[src/rtl/mmcm_sup_pkg.sv]
// ============================================================================
//  Module   : mmcm_sup_pkg
//  Brief    : Shared types and widths for the MMCM lock supervisor.
//  Revision : 1.0 - initial release
// ============================================================================
`default_nettype none

package mmcm_sup_pkg;

    localparam int STATE_W = 3;
    localparam int RETRY_W = 8;
    localparam int LOSS_W  = 16;

    // Encodings are visible on state_o, so the values are pinned explicitly.
    typedef enum logic [STATE_W-1:0] {
        ST_RST_MMCM  = 3'd0,
        ST_WAIT_LOCK = 3'd1,
        ST_STABLE    = 3'd2,
        ST_RELEASE   = 3'd3,
        ST_RUN       = 3'd4,
        ST_FAIL      = 3'd5
    } state_e;

endpackage

`default_nettype wire

[src/rtl/mmcm_lock_supervisor_bit_sync.sv]
// ============================================================================
//  Module   : bit_sync
//  Brief    : Two-flop synchronizer for a single asynchronous level signal.
//  Revision : 1.0 - initial release
// ============================================================================
`default_nettype none

module bit_sync (
    input  logic clk,
    input  logic rst,
    input  logic i_d,
    output logic o_q
);

    (* ASYNC_REG = "TRUE" *) logic r_meta;
    (* ASYNC_REG = "TRUE" *) logic r_sync;

    // Two back-to-back flops give the first stage a full cycle to resolve.
    always_ff @(posedge clk) begin
        if (rst) begin
            r_meta <= 1'b0;
            r_sync <= 1'b0;
        end else begin
            r_meta <= i_d;
            r_sync <= r_meta;
        end
    end

    assign o_q = r_sync;

endmodule

`default_nettype wire

[src/rtl/mmcm_lock_supervisor.sv]
// ============================================================================
//  Module   : mmcm_lock_supervisor
//  Brief    : Sequences MMCM reset, waits for and qualifies lock with timeout
//             and bounded retries, then releases N_CH reset lines staggered.
//             Lock loss re-asserts all resets and restarts the sequence.
//             Optional sticky irq enabled by macro MMCM_SUPERVISOR_IRQ_EN.
//  Revision : 1.0 - initial release
// ============================================================================
`default_nettype none

module mmcm_lock_supervisor
    import mmcm_sup_pkg::*;
#(
    parameter int N_CH             = 4,
    parameter int RST_HOLD_CYC     = 16,
    parameter int LOCK_TIMEOUT_CYC = 100000,
    parameter int LOCK_STABLE_CYC  = 1024,
    parameter int STAGE_GAP_CYC    = 64,
    parameter int MAX_RETRY        = 7,
    parameter int CNT_W            = 17
) (
    input  logic                clk_in,
    input  logic                reset,
    input  logic                mmcm_locked_in,
    input  logic                force_relock,
    input  logic                irq_clr,
    output logic                mmcm_rst_out,
    output logic [N_CH-1:0]     ch_rst,
    output logic                ready,
    output logic                fail,
    output logic [RETRY_W-1:0]  retry_cnt,
    output logic [LOSS_W-1:0]   loss_cnt,
    output logic [STATE_W-1:0]  state_o,
    output logic                irq
);

    localparam logic [N_CH-1:0]    c_ch_all     = '1;
    localparam logic [N_CH-1:0]    c_ch_first   = c_ch_all << 1;
    localparam logic [CNT_W-1:0]   c_hold_last  = CNT_W'(RST_HOLD_CYC - 1);
    localparam logic [CNT_W-1:0]   c_tmo_last   = CNT_W'(LOCK_TIMEOUT_CYC - 1);
    localparam logic [CNT_W-1:0]   c_stab_last  = CNT_W'(LOCK_STABLE_CYC - 1);
    localparam logic [CNT_W-1:0]   c_gap_last   = CNT_W'(STAGE_GAP_CYC - 1);
    localparam logic [RETRY_W-1:0] c_max_retry  = RETRY_W'(MAX_RETRY);
    localparam logic [LOSS_W-1:0]  c_loss_max   = '1;

    logic               w_lk;
    logic               w_lock_lost;
    logic               w_irq_set;
    state_e             r_state, w_state_nxt;
    logic [CNT_W-1:0]   r_timer, w_timer_nxt;
    logic [N_CH-1:0]    r_ch_rst, w_ch_rst_nxt;
    logic [RETRY_W-1:0] r_retry, w_retry_nxt, w_retry_inc;
    logic [LOSS_W-1:0]  r_loss, w_loss_nxt;
    logic               r_mmcm_rst;
    logic               r_ready;
    logic               r_fail;

    bit_sync u_lock_sync (
        .clk (clk_in),
        .rst (reset),
        .i_d (mmcm_locked_in),
        .o_q (w_lk)
    );

    assign w_retry_inc = r_retry + RETRY_W'(1);

    // Next-state, timer, channel-reset and counter updates.
    always_comb begin
        w_state_nxt  = r_state;
        w_timer_nxt  = r_timer;
        w_ch_rst_nxt = r_ch_rst;
        w_retry_nxt  = r_retry;
        w_loss_nxt   = r_loss;
        w_irq_set    = 1'b0;
        w_lock_lost  = 1'b0;

        if (force_relock) begin
            // A restart request outranks any lock loss or timeout this cycle.
            w_state_nxt  = ST_RST_MMCM;
            w_timer_nxt  = '0;
            w_ch_rst_nxt = c_ch_all;
            w_retry_nxt  = '0;
        end else begin
            case (r_state)
                ST_RST_MMCM: begin
                    w_ch_rst_nxt = c_ch_all;
                    if (r_timer == c_hold_last) begin
                        w_state_nxt = ST_WAIT_LOCK;
                        w_timer_nxt = '0;
                    end else begin
                        w_timer_nxt = r_timer + CNT_W'(1);
                    end
                end
                ST_WAIT_LOCK: begin
                    w_ch_rst_nxt = c_ch_all;
                    if (w_lk) begin
                        w_state_nxt = ST_STABLE;
                        w_timer_nxt = '0;
                    end else if (r_timer == c_tmo_last) begin
                        w_retry_nxt = w_retry_inc;
                        w_timer_nxt = '0;
                        if (w_retry_inc == c_max_retry) begin
                            w_state_nxt = ST_FAIL;
                            w_irq_set   = 1'b1;
                        end else begin
                            w_state_nxt = ST_RST_MMCM;
                        end
                    end else begin
                        w_timer_nxt = r_timer + CNT_W'(1);
                    end
                end
                ST_STABLE: begin
                    w_ch_rst_nxt = c_ch_all;
                    if (!w_lk) begin
                        // Lock never fully qualified, so this is not a loss.
                        w_state_nxt = ST_WAIT_LOCK;
                        w_timer_nxt = '0;
                    end else if (r_timer == c_stab_last) begin
                        w_state_nxt  = ST_RELEASE;
                        w_timer_nxt  = '0;
                        w_ch_rst_nxt = c_ch_first;
                    end else begin
                        w_timer_nxt = r_timer + CNT_W'(1);
                    end
                end
                ST_RELEASE: begin
                    if (!w_lk) begin
                        w_lock_lost = 1'b1;
                    end else if (!r_ch_rst[N_CH-1]) begin
                        w_state_nxt = ST_RUN;
                        w_retry_nxt = '0;
                    end else if (r_timer == c_gap_last) begin
                        // Channels release LSB first: shifting in zeros.
                        w_ch_rst_nxt = r_ch_rst << 1;
                        w_timer_nxt  = '0;
                    end else begin
                        w_timer_nxt = r_timer + CNT_W'(1);
                    end
                end
                ST_RUN: begin
                    w_ch_rst_nxt = '0;
                    if (!w_lk) begin
                        w_lock_lost = 1'b1;
                    end
                end
                ST_FAIL: begin
                    w_ch_rst_nxt = c_ch_all;
                end
                default: begin
                    w_state_nxt  = ST_RST_MMCM;
                    w_timer_nxt  = '0;
                    w_ch_rst_nxt = c_ch_all;
                end
            endcase

            if (w_lock_lost) begin
                w_state_nxt  = ST_RST_MMCM;
                w_timer_nxt  = '0;
                w_ch_rst_nxt = c_ch_all;
                w_irq_set    = 1'b1;
                if (r_loss != c_loss_max) begin
                    w_loss_nxt = r_loss + LOSS_W'(1);
                end
            end
        end
    end

    // State register plus registered outputs decoded from the next state.
    always_ff @(posedge clk_in) begin
        if (reset) begin
            r_state    <= ST_RST_MMCM;
            r_timer    <= '0;
            r_ch_rst   <= c_ch_all;
            r_retry    <= '0;
            r_loss     <= '0;
            r_mmcm_rst <= 1'b1;
            r_ready    <= 1'b0;
            r_fail     <= 1'b0;
        end else begin
            r_state    <= w_state_nxt;
            r_timer    <= w_timer_nxt;
            r_ch_rst   <= w_ch_rst_nxt;
            r_retry    <= w_retry_nxt;
            r_loss     <= w_loss_nxt;
            r_mmcm_rst <= (w_state_nxt == ST_RST_MMCM) || (w_state_nxt == ST_FAIL);
            r_ready    <= (w_state_nxt == ST_RUN);
            r_fail     <= (w_state_nxt == ST_FAIL);
        end
    end

`ifdef MMCM_SUPERVISOR_IRQ_EN
    logic r_irq;

    // Sticky flag; a new event wins over a clear in the same cycle.
    always_ff @(posedge clk_in) begin
        if (reset) begin
            r_irq <= 1'b0;
        end else if (w_irq_set) begin
            r_irq <= 1'b1;
        end else if (irq_clr) begin
            r_irq <= 1'b0;
        end
    end

    assign irq = r_irq;
`else
    logic w_unused_irq;
    assign w_unused_irq = irq_clr ^ w_irq_set;
    assign irq          = 1'b0;
`endif

    assign mmcm_rst_out = r_mmcm_rst;
    assign ch_rst       = r_ch_rst;
    assign ready        = r_ready;
    assign fail         = r_fail;
    assign retry_cnt    = r_retry;
    assign loss_cnt     = r_loss;
    assign state_o      = r_state;

endmodule

`default_nettype wire

[config.mk]
export PLATFORM = sky130hd
export DESIGN_NAME = mmcm_lock_supervisor
export DESIGN_NICKNAME = d
export VERILOG_FILES = /design/src/rtl/mmcm_sup_pkg.sv /design/src/rtl/mmcm_lock_supervisor_bit_sync.sv /design/src/rtl/mmcm_lock_supervisor.sv
export SDC_FILE = /design/constraint.sdc
export NUM_CORES = 1
export LEC_CHECK = 0
export BUFFER_PORTS_ARGS = -buffer_cell sky130_fd_sc_hd__buf_4
export CORE_ASPECT_RATIO = 0.7
export CORE_MARGIN = 3
export CORE_UTILIZATION = 40
export CTS_CLUSTER_SIZE = 25
export DETAILED_ROUTE_END_ITERATION = 7
export MAX_ROUTING_LAYER = met4
export PLACE_DENSITY = 0.61
export SETUP_SLACK_MARGIN = 0.02
export SYNTH_ARGS = -nofsm -noshare
export SYNTH_HDL_FRONTEND = slang
export SYNTH_HIERARCHICAL = 1
export SYNTH_SLANG_ARGS = --single-unit
[constraint.sdc]
create_clock -name clk_in -period 6.6 [get_ports clk_in]
set_clock_uncertainty 0.2 [all_clocks]
set_input_delay 0.66 -clock clk_in [delete_from_list [all_inputs] [get_ports clk_in]]
set_output_delay 0.66 -clock clk_in [all_outputs]
set_load 0.03 [all_outputs]
# Yosys cells after proc, flatten, opt, wreduce, memory -nomap -nowiden
# Index checks and enable logic that the tools add are counted.
[totals]
reg_bits = 53
latchBits = 0
mem_bits_rw = 0
romBits = 0
input_bits = 5
output_inout_bits = 35
wordCells = 81
mem_count = 0
[op_classes]
n_addsub = 3
n_mul = 0
n_div = 0
order_cmp = 0
eq_ne = 19
shifts = 0
muxes = 34
bitwise = 2
reduce_logical = 12
[ops]
columns = ["op", "n"]
rows = [
  ["$mux 17", 8],
  ["$pmux 17 s5", 1],
  ["$mux 8", 4],
  ["$mux 3", 10],
  ["$add 17x1->17 const B", 1],
  ["$eq 17x10->1 const B", 1],
  ["$eq 17x17->1 const B", 1],
  ["$eq 17x4->1 const B", 1],
  ["$eq 17x6->1 const B", 1],
  ["$add 16x1->16 const B", 1],
  ["$ne 16x16->1 const B", 1],
  ["$pmux 8 s2", 1],
  ["$pmux 3 s5", 1],
  ["$eq 3x3->1 const B", 4],
  ["$mux 4", 3],
  ["$pmux 4 s3", 1],
  ["$ne 2x2->1 const B", 5],
  ["$reduce_and 3->1", 3],
  ["$add 8x1->8 const B", 1],
  ["$eq 8x3->1 const B", 1],
  ["$eq 3x2->1 const B", 2],
  ["$logic_not 3->1", 2],
  ["$reduce_or 2->1", 3],
  ["$mux 1", 5],
  ["7 further kinds", 8],
]

# Depth between registers and ports, before layout
[logic_depth]
word_depth = 10
depth_mapped = 8
depth_no_buf = 7

# By module
# The synthesis kept the hierarchy.
[by_module_without_submodules]
columns = ["module", "n_inst", "cells_each", "area_each_um2", "seq_area_each_um2"]
rows = [
  ["mmcm_lock_supervisor", 1, 320, 2801.4, 1021.0],
  ["bit_sync", 1, 4, 52.6, 40.0],
]

# Least setup slack after synthesis
# No wires, ideal clock.
[synth_path]
kind = "register -> register"
from = "register r_state[2] (netlist: state_o[2])"
to = "register r_loss[15] (netlist: loss_cnt[15])"
setup_time_ns = 0.121
t_arrival_ns = 1.952
required_time_ns = 6.279
setup_slack_ns = 4.327
stages_incl_launch_ff = 8
path_buffers = 1
period_less_slack_ns = 2.273
cell_sequence = "dfxtp_1 > buf_2 > nand3b_1 > o21a_4 > nor4_4 > nand2_1 > nor2_1 > mux2_2"
[synth_between]
elab_chain_cells = 5
elab_cells_between_ends = 6
classes_between = "eq/ne: 2; mux: 2; reduce/logical: 2"
[synth_rtl]
columns = ["item", "line", "source"]
rows = [
  ["from (decl)", "mmcm_lock_supervisor.sv:49", "state_e r_state, w_state_nxt;"],
  ["from (signal assigned)", "mmcm_lock_supervisor.sv:180", "r_state <= w_state_nxt;"],
  ["$eq 3x3->1 / $eq 3x2->1 (equally long branches)", "mmcm_lock_supervisor.sv:84", "case (r_state)"],
  ["$reduce_or 2->1 (no source line) (*)", "n/a", ""],
  ["$mux 1 (*)", "n/a", ""],
  ["$mux 1 (*)", "mmcm_lock_supervisor.sv:77", "if (force_relock) begin"],
  ["$reduce_and 3->1 (no source line) (*)", "n/a", ""],
  ["to (signal assigned)", "mmcm_lock_supervisor.sv:184", "r_loss <= w_loss_nxt;"],
  ["to (decl)", "mmcm_lock_supervisor.sv:53", "logic [LOSS_W-1:0] r_loss, w_loss_nxt;"],
]
# Every way passes the cells marked *; elsewhere a longest branch is shown, timed or not. The select of a mux whose other input is x is not followed.
# A chain may end at the register's enable or synchronous reset.

# Final worst setup path
[layout_path]
from = "register r_state[0] (netlist: state_o[0])"
to = "register r_loss[15] (netlist: loss_cnt[15])"
# Same word-level chain as after synthesis.

==> run_results.csv <==
group,metric,value,unit
global_route,grt_usage,0.166,
finish,fill_cells,652,
synthesis,synth_cell_types,65,
clock_network,cts.sinks,53,
finish,multiInputGateArea,0.00170,sq mm
placed_design,postPlaceCellArea,0.00318,sq mm
setup_path,rrSetupSlack,4.00,ns
timing,worst_slack,4.00,ns
timing,min_period_over_period,0.394,
die,die_w,107,um
placed_design,place.gp.congestion,0.783,
detailed_routing,detail-route-antenna-nets,0,
global_route,met2_usage,0.215,
synthesis,synthArstFlopShare,0,
detailed_routing,drc_errors,0,
setup_path,end_kind,"flip-flop",
status,status,"finished clean",
detailed_routing,drt_wl_total,6360,um
hold_path,hp-class,"flip-flop to flip-flop",
die,pin_count,40,
setup_path,rr_worst_depth,6,
clock_network,h-tree-depth,2,
clock_network,cts_made_buffers,5,
placed_design,dp_hpwl,4700,um
global_route,met1_usage,0.260,
synthesis,ys_seq_area_frac,0.372,
clock_network,cts_tree,"built",
detailed_routing,detailroute.via_count,2419,
synthesis,syn_nets,333,
die,rows,25,
finish,area_growth,15.8,%
timing,drv_slew,0,
detailed_routing,wl_per_cell,14.1,um
finish,register_area,0.00106,sq mm
die,initial_utilization,0.417,
finish,layout_common_cells,"dfxtp_1, nor2_1, buf_4",
detailed_routing,drt_iter0_drc,145,
global_route,grt_pass1_wl,10900,um
timing,final.min_clock_period,2.60,ns
setup_path,setup.worst_path.start,"state_o[0]",
global_route,antenna_found_initial,0,
finish,design_area,0.00330,sq mm
synthesis,synth_seq_cells,53,
timing,finalSetupTns,0,ns
setup_path,critPathMaxFanout,15,
die,die_area,0.00820,sq mm
global_route,busiest_layer,"met1",
clock_network,clk_latency,0.31,ns
die,fp.dieH,76.7,um
synthesis,yosysWarnings,6,
timing,slew_headroom,0.390,
synthesis,synth_edf_count,0,
job,maxCapViolCount,0,
pwr,ir_drop,0.0847,mV
setup_path,worstPathRequired,6.61,ns
detailed_routing,via_per_inst,5.38,
finish,antenna_cells,0,
setup_path,cp-start-kind,"flip-flop",
setup_path,r2r-start,"state_o[0]",
timing,worst-slew-pin-transition,0.904,ns
finish,finalNetCount,364,
clock_network,root_buffer,"clkbuf_8",
clock_network,post_cts_buffers,0,
timing,clock.fmax,385,MHz
synthesis,syn_avg_cell_area,8.81,sq um
global_route,gr-total-overflow,0,
setup_path,crit_arrival,2.61,ns
timing,setup_violations,0,
clock_network,clk_pin_slew,0.10,ns
placed_design,portBuffers,37,
finish,fin_cells,450,
synthesis,netlist_area,0.00285,sq mm
placed_design,post-place-ws,4.05,ns
global_route,first_global_vias,2165,
setup_path,crit_type,"flip-flop to flip-flop",
timing,finalHoldViolCount,0,
setup_path,crit_path_end,"loss_cnt[15]",
timing,rsz0062_at_grt,"no",
finish,layout_commonest_cell,"dfxtp_1",
synthesis,synth_ff_type,"dfxtp_1",
global_route,grt_start_max_net_pins,23,
clock_network,cts_buffer_depth,2,
die,core-area,0.00685,sq mm
setup_path,reg2reg_to,"loss_cnt[15]",
clock_network,cts_resized,0,
global_route,use_met3,0.0353,
finish,fin_util,0.482,
synthesis,synthCells,324,
clock_network,cts_hold_buf,0,
finish,drive_gt1_frac,0.183,
pwr,leakage,1.23,nW
pwr,power.density,173,mW/mm^2
placed_design,placedCellCount,442,
detailed_routing,dr.pass1.iters,5,
==> worst min-delay path by stage <==
stage	start	end	slack, ns	cells after the start
3_3_place_gp	u_lock_sync/r_meta	u_lock_sync/o_q	0.23	1
3_5_place_dp	u_lock_sync/r_meta	u_lock_sync/o_q	0.24	1
4_1_cts	u_lock_sync/r_meta	u_lock_sync/o_q	0.26	1
5_1_grt	u_lock_sync/r_meta	u_lock_sync/o_q	0.27	1
2_1_floorplan	u_lock_sync/r_meta	u_lock_sync/o_q	0.21	1
6_report	u_lock_sync/r_meta	u_lock_sync/o_q	0.25	1
==> sequential cells by signal (all words and copies together), names as in the netlist <==
name and flops:
r_timer 17, ch_rst 4, fail 1, mmcm_rst_out 1
u_lock_sync/r_meta 1, ready 1, retry_cnt 8, loss_cnt 16
u_lock_sync/o_q 1, state_o 3
==> cell families after synthesis <==
kind of cell             Yosys count  share of synthesized area
AND/OR/NAND/NOR                  164                      0.338
flip-flops                        53                      0.372
multiplexers                       4                     0.0145
XOR/XNOR                          30                     0.0921
other                              1                    0.00131
adder cells (fa/ha/maj)            4                     0.0175
AO/OA/AOI/OAI                     48                      0.133
buffers and inverters             20                     0.0320
==> stage by stage <==
step	hold slack [ns]	total power, mW
5_1_grt	0.273	0.589
2_1_floorplan	0.214	0.340
6_report	0.252	0.570
4_1_cts	0.258	0.573
3_5_place_dp	0.237	0.344
3_3_place_gp	0.225	0.344
==> area by class of cell <==
cell class,count,area share
clock buffers,6,0.0250
clock inverters,2,0.0114
well taps,94,0.0356
flip-flops and latches,53,0.321
inverters,7,0.00795
multi-input cells,251,0.515
repair buffers,37,0.0841
==> synthesized netlist by cell type (2+ instances only) <==
cell / count / share of area
o211ai_1: 2 / 0.0053
xor2_1: 24 / 0.074
nor4b_1: 3 / 0.0092
o22a_1: 2 / 0.0061
nand2b_1: 3 / 0.0066
nand4b_1: 2 / 0.0061
mux2i_1: 3 / 0.011
nor2b_1: 7 / 0.015
o21ai_0: 7 / 0.012
nor3b_1: 2 / 0.0053
xnor2_1: 6 / 0.018
and2_1: 2 / 0.0044
or2_2: 2 / 0.0044
ha_1: 4 / 0.018
nor4_4: 5 / 0.037
nand3_1: 21 / 0.037
nor2_1: 48 / 0.063
nand2_1: 26 / 0.034
o22ai_1: 2 / 0.0044
a21o_1: 2 / 0.0053
nor3_1: 4 / 0.0070
a21oi_1: 9 / 0.016
buf_2: 3 / 0.0053
nor4_1: 4 / 0.0088
and4_1: 4 / 0.012
clkbuf_1: 6 / 0.0079
inv_1: 7 / 0.0092
and4b_1: 2 / 0.0070
dfxtp_1: 53 / 0.37
and3b_1: 3 / 0.0092
a31oi_1: 3 / 0.0066
a32o_1: 3 / 0.011
nand4_1: 8 / 0.018
a41o_1: 2 / 0.0070
nand3b_1: 2 / 0.0053
and3_1: 4 / 0.0088
or3_1: 6 / 0.013
==> routing by layer <==
metal	vias to the layer above	part of all wire
met5	-	0
met4	0	0.0060
met3	4	0.058
met2	72	0.38
met1	1119	0.56
li1	1224	-
==> worst max-delay path, stage by stage, from the launching register on <==
cell      delay, ns
dfxtp_1        0.61
nand3b_1       0.35
o21a_4         0.29
nor4_4         0.41
nand2_1        0.16
nor2_1         0.14
mux2_2         0.34
==> power by group <==
group,internal (mW),switching (mW),leakage [nW]
clock network,0.123,0.110,0.0574
registers,0.321,0.00205,0.428
logic,0.00415,0.00944,0.747
Power figures use the tool's default switching activity.
